**src/rtl/ysyx_23060208_ifu_fetch_pkg.sv**
```systemverilog
// Shared npc definitions: AXI read-response codes, boot constants and the
// instruction-fetch FSM state encoding.
package ysyx_23060208_pkg;

  localparam logic [1:0]  RESP_OKAY   = 2'b00;
  localparam logic [1:0]  RESP_SLVERR = 2'b10;

  localparam logic [31:0] RESET_PC    = 32'h8000_0000;
  localparam logic [31:0] NOP_INST    = 32'h0000_0013;

  typedef enum logic [1:0] {
    S_IDLE = 2'd0,
    S_AR   = 2'd1,
    S_R    = 2'd2,
    S_HOLD = 2'd3
  } fetch_state_e;

  function automatic logic resp_is_error(input logic [1:0] resp);
    return resp != RESP_OKAY;
  endfunction

endpackage

```
**src/rtl/ysyx_23060208_ifu_fetch_if.sv**
```systemverilog
// isram read channel (AR/R). master = fetch initiator, slave = isram / arbiter.
interface ysyx_23060208_ifu_fetch_if #(
  parameter int DATA_WIDTH = 32
);
  logic [DATA_WIDTH-1:0] isram_araddr;
  logic                  isram_arvalid;
  logic                  isram_arready;
  logic [1:0]            isram_rresp;
  logic                  isram_rvalid;
  logic [DATA_WIDTH-1:0] isram_rdata;
  logic                  isram_rready;

  // A beat transfers on the rising edge where valid and ready are both high.
  // Once valid is raised, it and its payload stay stable until ready; ready may
  // depend on valid, valid never depends on ready.
  modport master (
    output isram_araddr, isram_arvalid, isram_rready,
    input  isram_arready, isram_rresp, isram_rvalid, isram_rdata
  );

  modport slave (
    input  isram_araddr, isram_arvalid, isram_rready,
    output isram_arready, isram_rresp, isram_rvalid, isram_rdata
  );
endinterface

```
**src/rtl/ysyx_23060208_ifu_fetch.sv**
```systemverilog
// Instruction fetch: one outstanding isram read, one-entry instruction buffer
// toward the IDU, and redirect handling that squashes a stale in-flight fetch.
module ysyx_23060208_ifu_fetch
  import ysyx_23060208_pkg::*;
#(
  parameter int                    DATA_WIDTH = 32,
  parameter logic [DATA_WIDTH-1:0] RESET_PC   = ysyx_23060208_pkg::RESET_PC,
  parameter logic [DATA_WIDTH-1:0] NOP_INST   = ysyx_23060208_pkg::NOP_INST
) (
  input  logic                      clk,
  input  logic                      rst,
  ysyx_23060208_ifu_fetch_if.master isram,
  input  logic                      redirect_valid,
  input  logic [DATA_WIDTH-1:0]     redirect_pc,
  input  logic                      idu_allowin,
  output logic                      ifu_to_idu_valid,
  output logic [DATA_WIDTH-1:0]     ifu_to_idu_inst,
  output logic [DATA_WIDTH-1:0]     ifu_to_idu_pc,
  output logic                      ifu_to_idu_fault,
  output fetch_state_e              state_o
);

  fetch_state_e          state_q,      state_d;
  logic [DATA_WIDTH-1:0] pc_q,         pc_d;
  logic [DATA_WIDTH-1:0] araddr_q,     araddr_d;
  logic [DATA_WIDTH-1:0] inst_q,       inst_d;
  logic [DATA_WIDTH-1:0] pc_out_q,     pc_out_d;
  logic                  fault_q,      fault_d;
  logic                  hold_valid_q, hold_valid_d;
  logic                  squash_q,     squash_d;

  logic ar_fire;
  logic r_fire;
  logic idu_fire;

  assign isram.isram_arvalid = (state_q == S_AR);
  assign isram.isram_araddr  = araddr_q;
  assign isram.isram_rready  = (state_q == S_R);

  // Gating with redirect keeps an instruction that is being flushed this cycle
  // from ever being seen as valid downstream.
  assign ifu_to_idu_valid = hold_valid_q & ~redirect_valid;
  assign ifu_to_idu_inst  = inst_q;
  assign ifu_to_idu_pc    = pc_out_q;
  assign ifu_to_idu_fault = fault_q;
  assign state_o          = state_q;

  assign ar_fire  = isram.isram_arvalid & isram.isram_arready;
  assign r_fire   = isram.isram_rvalid & isram.isram_rready;
  assign idu_fire = ifu_to_idu_valid & idu_allowin;

  always_comb begin
    state_d      = state_q;
    pc_d         = pc_q;
    araddr_d     = araddr_q;
    inst_d       = inst_q;
    pc_out_d     = pc_out_q;
    fault_d      = fault_q;
    hold_valid_d = hold_valid_q;
    squash_d     = squash_q;

    unique case (state_q)
      S_IDLE: begin
        if (redirect_valid) pc_d = redirect_pc;
        state_d = S_AR;
      end
      S_AR: begin
        // The request already on the bus keeps its old address; the redirect
        // only marks the matching beat for disposal.
        if (redirect_valid) begin
          pc_d     = redirect_pc;
          squash_d = 1'b1;
        end
        if (ar_fire) state_d = S_R;
      end
      S_R: begin
        if (redirect_valid) begin
          pc_d     = redirect_pc;
          squash_d = 1'b1;
        end
        if (r_fire) begin
          if (squash_q || redirect_valid) begin
            squash_d = 1'b0;
            state_d  = S_AR;
          end else begin
            fault_d      = resp_is_error(isram.isram_rresp);
            inst_d       = fault_d ? NOP_INST : isram.isram_rdata;
            pc_out_d     = pc_q;
            hold_valid_d = 1'b1;
            state_d      = S_HOLD;
          end
        end
      end
      S_HOLD: begin
        if (redirect_valid) begin
          pc_d         = redirect_pc;
          hold_valid_d = 1'b0;
          state_d      = S_AR;
        end else if (idu_fire) begin
          pc_d         = pc_q + DATA_WIDTH'(4);
          hold_valid_d = 1'b0;
          state_d      = S_AR;
        end
      end
      default: state_d = S_IDLE;
    endcase

    // Latch the bus address only on entry to AR so it cannot move mid-request.
    if (state_d == S_AR && state_q != S_AR) araddr_d = pc_d;
  end

  always_ff @(posedge clk or negedge rst) begin
    if (!rst) begin
      state_q      <= S_IDLE;
      pc_q         <= RESET_PC;
      araddr_q     <= RESET_PC;
      inst_q       <= '0;
      pc_out_q     <= '0;
      fault_q      <= 1'b0;
      hold_valid_q <= 1'b0;
      squash_q     <= 1'b0;
    end else begin
      state_q      <= state_d;
      pc_q         <= pc_d;
      araddr_q     <= araddr_d;
      inst_q       <= inst_d;
      pc_out_q     <= pc_out_d;
      fault_q      <= fault_d;
      hold_valid_q <= hold_valid_d;
      squash_q     <= squash_d;
    end
  end

endmodule

```
**src/flat_wrapper.sv**
```systemverilog
// flat-port wrapper written by rule: the top's interface ports become plain ports
module ysyx_23060208_ifu_fetch_flat import ysyx_23060208_pkg::*;
#(
  parameter int                    DATA_WIDTH = 32,
  parameter logic [DATA_WIDTH-1:0] RESET_PC   = ysyx_23060208_pkg::RESET_PC,
  parameter logic [DATA_WIDTH-1:0] NOP_INST   = ysyx_23060208_pkg::NOP_INST
)
  (clk, rst, redirect_valid, redirect_pc, idu_allowin, ifu_to_idu_valid, ifu_to_idu_inst, ifu_to_idu_pc, ifu_to_idu_fault, state_o, isram_isram_araddr, isram_isram_arvalid, isram_isram_rready, isram_isram_arready, isram_isram_rresp, isram_isram_rvalid, isram_isram_rdata);
  ysyx_23060208_ifu_fetch_if #(.DATA_WIDTH(DATA_WIDTH)) isram_i ();
  input  logic clk;
  input  logic rst;
  input  logic redirect_valid;
  input  logic [DATA_WIDTH-1:0] redirect_pc;
  input  logic idu_allowin;
  output logic ifu_to_idu_valid;
  output logic [DATA_WIDTH-1:0] ifu_to_idu_inst;
  output logic [DATA_WIDTH-1:0] ifu_to_idu_pc;
  output logic ifu_to_idu_fault;
  output fetch_state_e state_o;
  output wire logic [$bits(isram_i.isram_araddr)-1:0] isram_isram_araddr;
  output wire logic [$bits(isram_i.isram_arvalid)-1:0] isram_isram_arvalid;
  output wire logic [$bits(isram_i.isram_rready)-1:0] isram_isram_rready;
  input wire logic [$bits(isram_i.isram_arready)-1:0] isram_isram_arready;
  input wire logic [$bits(isram_i.isram_rresp)-1:0] isram_isram_rresp;
  input wire logic [$bits(isram_i.isram_rvalid)-1:0] isram_isram_rvalid;
  input wire logic [$bits(isram_i.isram_rdata)-1:0] isram_isram_rdata;
  assign isram_isram_araddr = isram_i.isram_araddr;
  assign isram_isram_arvalid = isram_i.isram_arvalid;
  assign isram_isram_rready = isram_i.isram_rready;
  assign isram_i.isram_arready = isram_isram_arready;
  assign isram_i.isram_rresp = isram_isram_rresp;
  assign isram_i.isram_rvalid = isram_isram_rvalid;
  assign isram_i.isram_rdata = isram_isram_rdata;
  ysyx_23060208_ifu_fetch #(.DATA_WIDTH(DATA_WIDTH), .RESET_PC(RESET_PC), .NOP_INST(NOP_INST)) u_core (.clk(clk), .rst(rst), .isram(isram_i), .redirect_valid(redirect_valid), .redirect_pc(redirect_pc), .idu_allowin(idu_allowin), .ifu_to_idu_valid(ifu_to_idu_valid), .ifu_to_idu_inst(ifu_to_idu_inst), .ifu_to_idu_pc(ifu_to_idu_pc), .ifu_to_idu_fault(ifu_to_idu_fault), .state_o(state_o));
endmodule
```
**config.mk**
```make
export PLATFORM = sky130hd
export DESIGN_NAME = ysyx_23060208_ifu_fetch_flat
export DESIGN_NICKNAME = d
export VERILOG_FILES = /design/src/rtl/ysyx_23060208_ifu_fetch_pkg.sv /design/src/rtl/ysyx_23060208_ifu_fetch_if.sv /design/src/rtl/ysyx_23060208_ifu_fetch.sv /design/src/flat_wrapper.sv
export SDC_FILE = /design/constraint.sdc
export NUM_CORES = 1
export LEC_CHECK = 0
export ABC_AREA = 1
export CORE_MARGIN = 8
export CORE_UTILIZATION = 52
export DETAILED_ROUTE_END_ITERATION = 12
export PLACE_DENSITY = 0.86
export REMOVE_ABC_BUFFERS = 1
export SYNTH_ARGS = -nofsm -noshare
export SYNTH_HDL_FRONTEND = slang
export SYNTH_SLANG_ARGS = --single-unit
```
**constraint.sdc**
```tcl
create_clock -name clk -period 4.29 [get_ports clk]
set_input_delay 0.429 -clock clk [delete_from_list [all_inputs] [get_ports clk]]
set_output_delay 0.429 -clock clk [all_outputs]
set_load 0.03 [all_outputs]
```
* Yosys cells after proc, flatten, opt, wreduce, memory -nomap -nowiden
Index checks and enable logic that the tools add are counted.
Operators by class: equal/unequal tests 8, multiplexer cells 20, add/sub/neg operators 1, bitwise logic cells 6, reductions and logical operators 9
Operators by type and width (number):
- 32-bit 2-to-1 mux | 4
- 32-bit one-hot mux with 2 select lines | 1
- 32-bit by 3-bit adder with 32-bit output, second input constant | 1
- 2-bit 2-to-1 mux | 5
- 2-bit one-hot mux with 4 select lines | 1
- 1-bit 2-to-1 mux | 7
- 2-bit nonzero test | 3
- 1-bit bitwise AND | 4
- 2-bit by 1-bit == test with 1-bit output, second input constant | 2
- 2-bit == test, second input constant | 2
- 2-bit inequality test, second input constant | 2
- 1-bit one-hot mux with 2 select lines | 2
- 4-bit AND reduction | 1
- 3-bit by 2-bit inequality test with 1-bit output, second input constant | 1
- 3-bit AND reduction | 1
- 3-bit OR reduction | 1
- 2-bit zero test | 1
- 2-bit by 1-bit inequality test with 1-bit output, second input constant | 1
- 1-bit NOT | 2
- 1-bit logical AND | 1
- 1-bit logical OR | 1
Word-level totals: flip-flop bits (word level) 133, word-level logic and storage cells 52, input port bits 72

* Longest topological paths before layout
Gate-level depths: netlist of run 1.
word-level depth 8, mapped depth 12, depth with buffers taken out 11

* Worst setup path after synthesis of run 1
No wires, ideal clock.
path type reg2reg, start register u_core.state_q[0], in the netlist u_core.state_o[0], end register u_core.inst_q[10], in the netlist u_core.ifu_to_idu_inst[10], required time 4.169 ns, stages on the path, launching flop included 9, buffers on the path 2, library setup time 0.121 ns, setup slack 2.115 ns, data arrival time 2.054 ns, path through dfrtp_1 inv_1 ha_1 nand2_1 nor3_4 inv_2 buf_2 buf_6 a22o_1
On the way: longest elaborated chain between the ends 3
RTL lines:
- start, declared | RTL line ysyx_23060208_ifu_fetch.sv:23 | fetch_state_e state_q, state_d;
- start signal, assigned | RTL line ysyx_23060208_ifu_fetch.sv:123 | state_q <= state_d;
- 2-bit == test * | RTL line ysyx_23060208_ifu_fetch.sv:38 | assign isram.isram_rready = (state_q == S_R);
- net isram_isram_rready | RTL line flat_wrapper.sv:22 | output wire logic [$bits(isram_i.isram_rready)-1:0] isram_isram_rready;
- 1-bit bitwise AND | RTL line ysyx_23060208_ifu_fetch.sv:49 | assign r_fire = isram.isram_rvalid & isram.isram_rready;
- 3-bit AND reduction (no line) *
- end signal, assigned | RTL line ysyx_23060208_ifu_fetch.sv:126 | inst_q <= inst_d;
- end, declared | RTL line ysyx_23060208_ifu_fetch.sv:26 | logic [DATA_WIDTH-1:0] inst_q, inst_d;
Mark *: on every way through the listed nets, which the timed path passes. The rest lies on a longest branch. A chain may end at the register's enable or synchronous reset.

* Worst setup path in the final report of run 1
start register u_core.state_q[0], in the netlist u_core.state_o[0], end register u_core.pc_out_q[7], in the netlist u_core.ifu_to_idu_pc[7]
On the way: longest elaborated chain between the ends 3
RTL lines:
- 2-bit == test * | RTL line ysyx_23060208_ifu_fetch.sv:38, ysyx_23060208_ifu_fetch.sv:62
- 1-bit bitwise AND | RTL line ysyx_23060208_ifu_fetch.sv:49
- 3-bit AND reduction (no line) *
- end signal, assigned | RTL line ysyx_23060208_ifu_fetch.sv:127 | pc_out_q <= pc_out_d;
- end, declared | RTL line ysyx_23060208_ifu_fetch.sv:27 | logic [DATA_WIDTH-1:0] pc_out_q, pc_out_d;
Mark *: on every way between the ends. The rest lies on a longest branch, timed or not.

==> results.cfg, run 1 <==
[placement]
port-buffer-count = 173
place_congestion = 0.888
dpl-instance-area_mm2 = 0.00779
place.detailed.hpwl_mm = 12.4
pre_cts_slack_ps = 1660

[power]
p_comb_frac = 0.396
p_sw_mw = 2.03
seqPwrFrac = 0.339
intPower_mw = 3.27
leakage_nw = 3.94
totalPowerFinal_mw = 5.30
switching_share = 0.383
peakVddDrop_mv = 0.478
clockPowerShare = 0.265
power_density_mw_per_mm2 = 634

[worst_setup_path]
path_class = reg2reg
rrSetupSlack_ps = 1730
r2r_start = u_core.state_o[0]$_DFF_PN0_
path_cells = inv_1 > ha_1 > nand2_1 > nor3_4 > inv_2 > buf_4 > nand2_1 > o21ai_0
path_buf_inv = 3
crit_family = buffers and inverters
cp-end-kind = flop
critPathMaxFanout = 57
r2r_cells = 8
critPathMaxStageDelay_ps = 690
crit-reg2reg-capture = u_core.ifu_to_idu_pc[7]$_DFFE_PN0P_
startpoint_type = flop
crit_top_cell = nand2_1
crit_arrival_ps = 2880
slowest_stage = inv_2
cp.required_ps = 4610

[clocking]
cts_max_path_buffers = 2
cts_tree = done
cts_num_sinks = 133
cts_setup_buffers = 0
numCtsBuffers = 17
h-tree-depth = 4
clkLatencyLatePin_ps = 410
clock-root-buffer = clkbuf_16
path_clk_slew_ps = 50
cts_resized = 0
cts_hold_buf = 0

[timing]
min_period_over_period = 0.596
finClkSkew_ps = 7.03
hold_viol_final = 0
tightest_slew_ps = 987
slew_headroom = 0.341
max_freq_ghz = 0.391
setup_viol = 0
fin_crit_ps = 2560
worst_slack_ps = 1730
rsz0062_at_grt = false
maxSlewViolCount = 0
tns_ps = 0

[synthesis]
synth_seq_cells = 133
synth_cell_type_count = 31
synth_top_cell_area_share = 0.541
yosysWarnings = 0
synthCells = 697
syn_area_mm2 = 0.00606
synth_area_leaders = dfrtp_1, nand2_1, o21ai_0
ys_seq_area_frac = 0.550
synth_largest_area_cell = dfrtp_1
syn_avg_cell_area_um2 = 8.70

[die]
core_mm2 = 0.0114
die_w_um = 124
dieArea_mm2 = 0.0154
start_util = 0.531
fp.dieH_um = 124
placementRows = 39
ioPinCount = 174

[drt]
dr_total_vias = 5399
wl_per_cell_um = 17.2
drtIter0Drc = 437
postRouteAntennaNets = 0
first_pass_iters = 5
vias_per_cell = 5.29
drc = 0
wl_mm = 17.6

[global_route]
overflow = 0
grt_pass1_wl_mm = 27.7
antenna_found_initial = 1
grt_pass1_vias = 5506
grtUsageTotal = 0.231
grt_max_degree = 102

[final_layout]
regArea_mm2 = 0.00333
final_cell_mix = nand2_1, clkdlybuf4s50_1, dfrtp_1
nFillCells = 798
utilization = 0.733
final_cell_area_mm2 = 0.00837
layout-drive-gt1-share = 0.0753
area_growth_pct = 38.1
layout_commonest_cell = nand2_1
multi_input_area_mm2 = 0.00226
fin_nets = 943

[run]
drv_cap = 0

[run_status]
status = finished, final reports clean

[worst_hold_path]
min_path_type = in2async
## per-stage QoR
stage	cells	hold slack, ps
after floorplan	670	133
after global placement	989	456
after detailed placement	989	465
after CTS	1020	159
after global routing	1021	187
final	1021	87.2
## power groups by stage
stage / sequential, mW / combinational, mW / clock [mW]
2_1_floorplan: 2.32 / 0.658 / 0
3_3_place_gp: 1.80 / 2.06 / 0
3_5_place_dp: 1.81 / 2.11 / 0
4_1_cts: 1.80 / 2.12 / 1.42
5_1_grt: 1.84 / 2.28 / 1.48
6_report: 1.80 / 2.10 / 1.41
## routing by layer
metal / GRT usage / up-vias / wire length [um]
met5: 0 / - / 0
met1: 0.280 / 2574 / 7440
met3: 0.0680 / 26 / 1600
met2: 0.381 / 216 / 8260
li1: - / 2583 / -
met4: 0.0900 / 0 / 267
## cell type report
cell class / instances / share of cell area
clock inverter: 9 / 0.0123
antenna: 1 / 0.000299
timing repair buffer: 176 / 0.209
inverter: 70 / 0.0323
multi-input combinational: 467 / 0.270
sequential: 133 / 0.398
clock buffer: 22 / 0.0567
tap: 143 / 0.0214
## flip-flops by register name, summed over array words and instances (netlist names)
name	cells
u_core.state_o	2
u_core.squash_q	1
u_core.ifu_to_idu_fault	1
u_core.hold_valid_q	1
u_core.ifu_to_idu_pc	32
u_core.ifu_to_idu_inst	32
u_core.isram.isram_araddr	32
u_core.pc_q	32
## cell families (layout without fill, tap and decap cells)
logic type	count (synthesis)	in the layout	share of synthesized area
and+or+nand+nor	335	335	0.232
DFF	133	133	0.550
AOI/OAI and AO/OA	126	126	0.128
buffers and inverters	97	277	0.0774
adders and majority gates	6	6	0.0124
other	0	1	0
## how the worst max path moves through the flow
stage                                            from                                     end  slack [ps]  cells after the start
final                     u_core.state_o[0]$_DFF_PN0_     u_core.ifu_to_idu_pc[7]$_DFFE_PN0P_        1730                      8
after global routing      u_core.state_o[0]$_DFF_PN0_     u_core.ifu_to_idu_pc[7]$_DFFE_PN0P_        1500                      8
after CTS                 u_core.state_o[0]$_DFF_PN0_     u_core.ifu_to_idu_pc[7]$_DFFE_PN0P_        1730                      8
after detailed placement           isram_isram_rvalid    u_core.ifu_to_idu_pc[19]$_DFFE_PN0P_        1660                      7
after global placement             isram_isram_rvalid     u_core.ifu_to_idu_pc[6]$_DFFE_PN0P_        1730                      7
after floorplan           u_core.state_o[0]$_DFF_PN0_  u_core.ifu_to_idu_inst[10]$_DFFE_PN0P_        1890                      6
## synth_stat cells (all sizes together)
cell and number:
nand2 249, dfrtp 131, o21ai 81, inv 70
nor2 51, a22o 29, buf 22, nand3 22
nand4 11, a21oi 8, ha 6, clkbuf 5
o22a 3, a31o 2, dfstp 2, nor3 2
o211ai 2, a21boi 1
(Power assumes the default switching activity.)
==> run 2, diff against run 1 <==
--- a/config.mk
+++ b/config.mk
@@ -7,9 +7,9 @@
 export LEC_CHECK = 0
 export ABC_AREA = 1
 export CORE_MARGIN = 8
-export CORE_UTILIZATION = 52
+export CORE_UTILIZATION = 43
 export DETAILED_ROUTE_END_ITERATION = 12
-export PLACE_DENSITY = 0.86
+export PLACE_DENSITY = 0.76
 export REMOVE_ABC_BUFFERS = 1
 export SYNTH_ARGS = -nofsm -noshare
 export SYNTH_HDL_FRONTEND = slang
==> constraint.sdc (replaced) <==
create_clock -name clk -period 2.23 [get_ports clk]
set_input_delay 0.223 -clock clk [delete_from_list [all_inputs] [get_ports clk]]
set_output_delay 0.223 -clock clk [all_outputs]
set_load 0.03 [all_outputs]
==> results.cfg, run 2 (synthesized netlist as in run 1, its figures left out) <==
[die]
core_mm2 = 0.0138
dieArea_mm2 = 0.0181
placementRows = 43
fp.dieH_um = 135
die_w_um = 135
start_util = 0.438
ioPinCount = 174

[final_layout]
area_growth_pct = 41.9
nFillCells = 1158
regArea_mm2 = 0.00333
num_antenna_cells = 0
final_cell_mix = nand2_1, clkdlybuf4s50_1, dfrtp_1
multi_input_area_mm2 = 0.00227
fin_nets = 957
layout-drive-gt1-share = 0.0898
layout_commonest_cell = nand2_1

[power]
power_density_mw_per_mm2 = 1210
clockPowerShare = 0.269
intPower_mw = 6.44
leakage_nw = 4.05
peakVddDrop_mv = 0.681
p_sw_mw = 3.93
seqPwrFrac = 0.332
totalPowerFinal_mw = 10.4
switching_share = 0.379
p_comb_frac = 0.399

[worst_setup_path]
cp.required_ps = 2010
cp-end-kind = output port
startpoint_type = flop
critPathMaxFanout = 6
crit_arrival_ps = 1890
slowest_stage = clkdlybuf4s50_1
critPathMaxStageDelay_ps = 690
crit_family = buffers and inverters
path_class = reg2out
path_buf_inv = 2
path_cells = inv_1 > ha_1 > clkdlybuf4s50_1

[global_route]
grt_pass1_wl_mm = 27.8
antenna_found_initial = 0
grt_pass1_vias = 5301
grtUsageTotal = 0.195
overflow = 0
grt_max_degree = 57

[run]
drv_cap = 0

[clocking]
clkLatencyLatePin_ps = 430
numCtsBuffers = 17
path_clk_slew_ps = 60
h-tree-depth = 4
cts_num_sinks = 133
cts_setup_buffers = 0
cts_tree = done
cts_max_path_buffers = 2
clock-root-buffer = clkbuf_16

[timing]
setup_viol = 0
maxSlewViolCount = 0
slew_headroom = 0.640
max_freq_ghz = 0.473
tns_ps = 0
finClkSkew_ps = 9.35
fin_crit_ps = 2110
tightest_slew_ps = 540
hold_viol_final = 0
holdWs_ps = 301
min_period_over_period = 0.948
rsz0062_at_grt = false

[drt]
drtIter0Drc = 369
wl_per_cell_um = 16.3
postRouteAntennaNets = 0
vias_per_cell = 4.93
drc = 0
first_pass_iters = 5
dr_total_vias = 5280
wl_mm = 17.5

[placement]
place_congestion = 0.833
place.detailed.hpwl_mm = 12.7
port-buffer-count = 173

[run_status]
status = finished, final reports clean

[worst_hold_path]
min_path_type = in2reg
## run 2: changes by cell type in the layout (fill, tap and decap cells not counted), sizes merged
cell           previous run  this run
clkinv                    4         3
clkbuf                   22        23
clkdlybuf4s50           171       170
dlygate4sd3               0         1
dlymetal6s2s              0         1
diode                     1         0
buf                       5        18
## run 2: path summary, 6_finish.rpt
check                                                          start                                   endpoint  slack (ps)  cells past startpoint
min reg2reg                u_core.isram.isram_araddr[31]$_DFFE_PN1P_  u_core.isram.isram_araddr[31]$_DFFE_PN1P_         460                      2
min in group asynchronous                                        rst                u_core.squash_q$_DFFE_PN0P_         380                      2
max reg2reg                              u_core.state_o[0]$_DFF_PN0_  u_core.isram.isram_araddr[20]$_DFFE_PN0P_         240                     11
max                                      u_core.state_o[1]$_DFF_PN0_                        isram_isram_arvalid         120                      3
max in group asynchronous                                        rst     u_core.ifu_to_idu_inst[31]$_DFFE_PN0P_        1130                      3
min                                                   redirect_valid       u_core.ifu_to_idu_pc[30]$_DFFE_PN0P_         300                      4
## run 2: repair_timing
item	in CTS	in global routing
setup endpoints to repair	0	19
gates resized for setup	0	2
hold buffers	1	0
endpoints found under the hold margin	53	0
## run 2: final cells by class
cell class / instances / share of cell area
timing repair buffer: 190 / 0.222
multi-input combinational: 467 / 0.264
clock buffer: 23 / 0.0579
sequential: 133 / 0.387
inverter: 70 / 0.0314
tap: 180 / 0.0262
clock inverter: 8 / 0.0113
## run 2: worst min-delay path, stage by stage
cell and delay, ps:
buf_2 240, nor3_4 100, nand2_1 60, nand2_1 50
## run 2: stage by stage
stage | cells | setup WS, ps | util | instance area (um2)
6_report | 1071 | 116 | 0.622 | 8600
2_1_floorplan | 670 | -175 | - | 5860
4_1_cts | 1071 | 11.5 | 0.621 | 8590
3_3_place_gp | 1039 | 225 | 0.578 | 7990
3_5_place_dp | 1039 | 166 | 0.578 | 7990
5_1_grt | 1071 | 13.2 | 0.622 | 8600
## run 2: power groups by stage
stage | combinational [mW] | sequential (mW) | clock, mW
CTS | 4.17 | 3.45 | 2.84
detailed placement | 4.16 | 3.47 | 0
finish | 4.14 | 3.44 | 2.79
global placement | 4.08 | 3.47 | 0
floorplan | 1.27 | 4.46 | 0
global route | 4.47 | 3.52 | 2.96
## run 2: layer usage
layer	global-route usage	part of all wire	routed length, um	vias up
li1	-	-	-	2611
met1	0.248	0.44	7650	2459
met2	0.304	0.46	8020	190
met3	0.0643	0.085	1490	20
met4	0.0686	0.018	311	0
met5	0	0	0	-
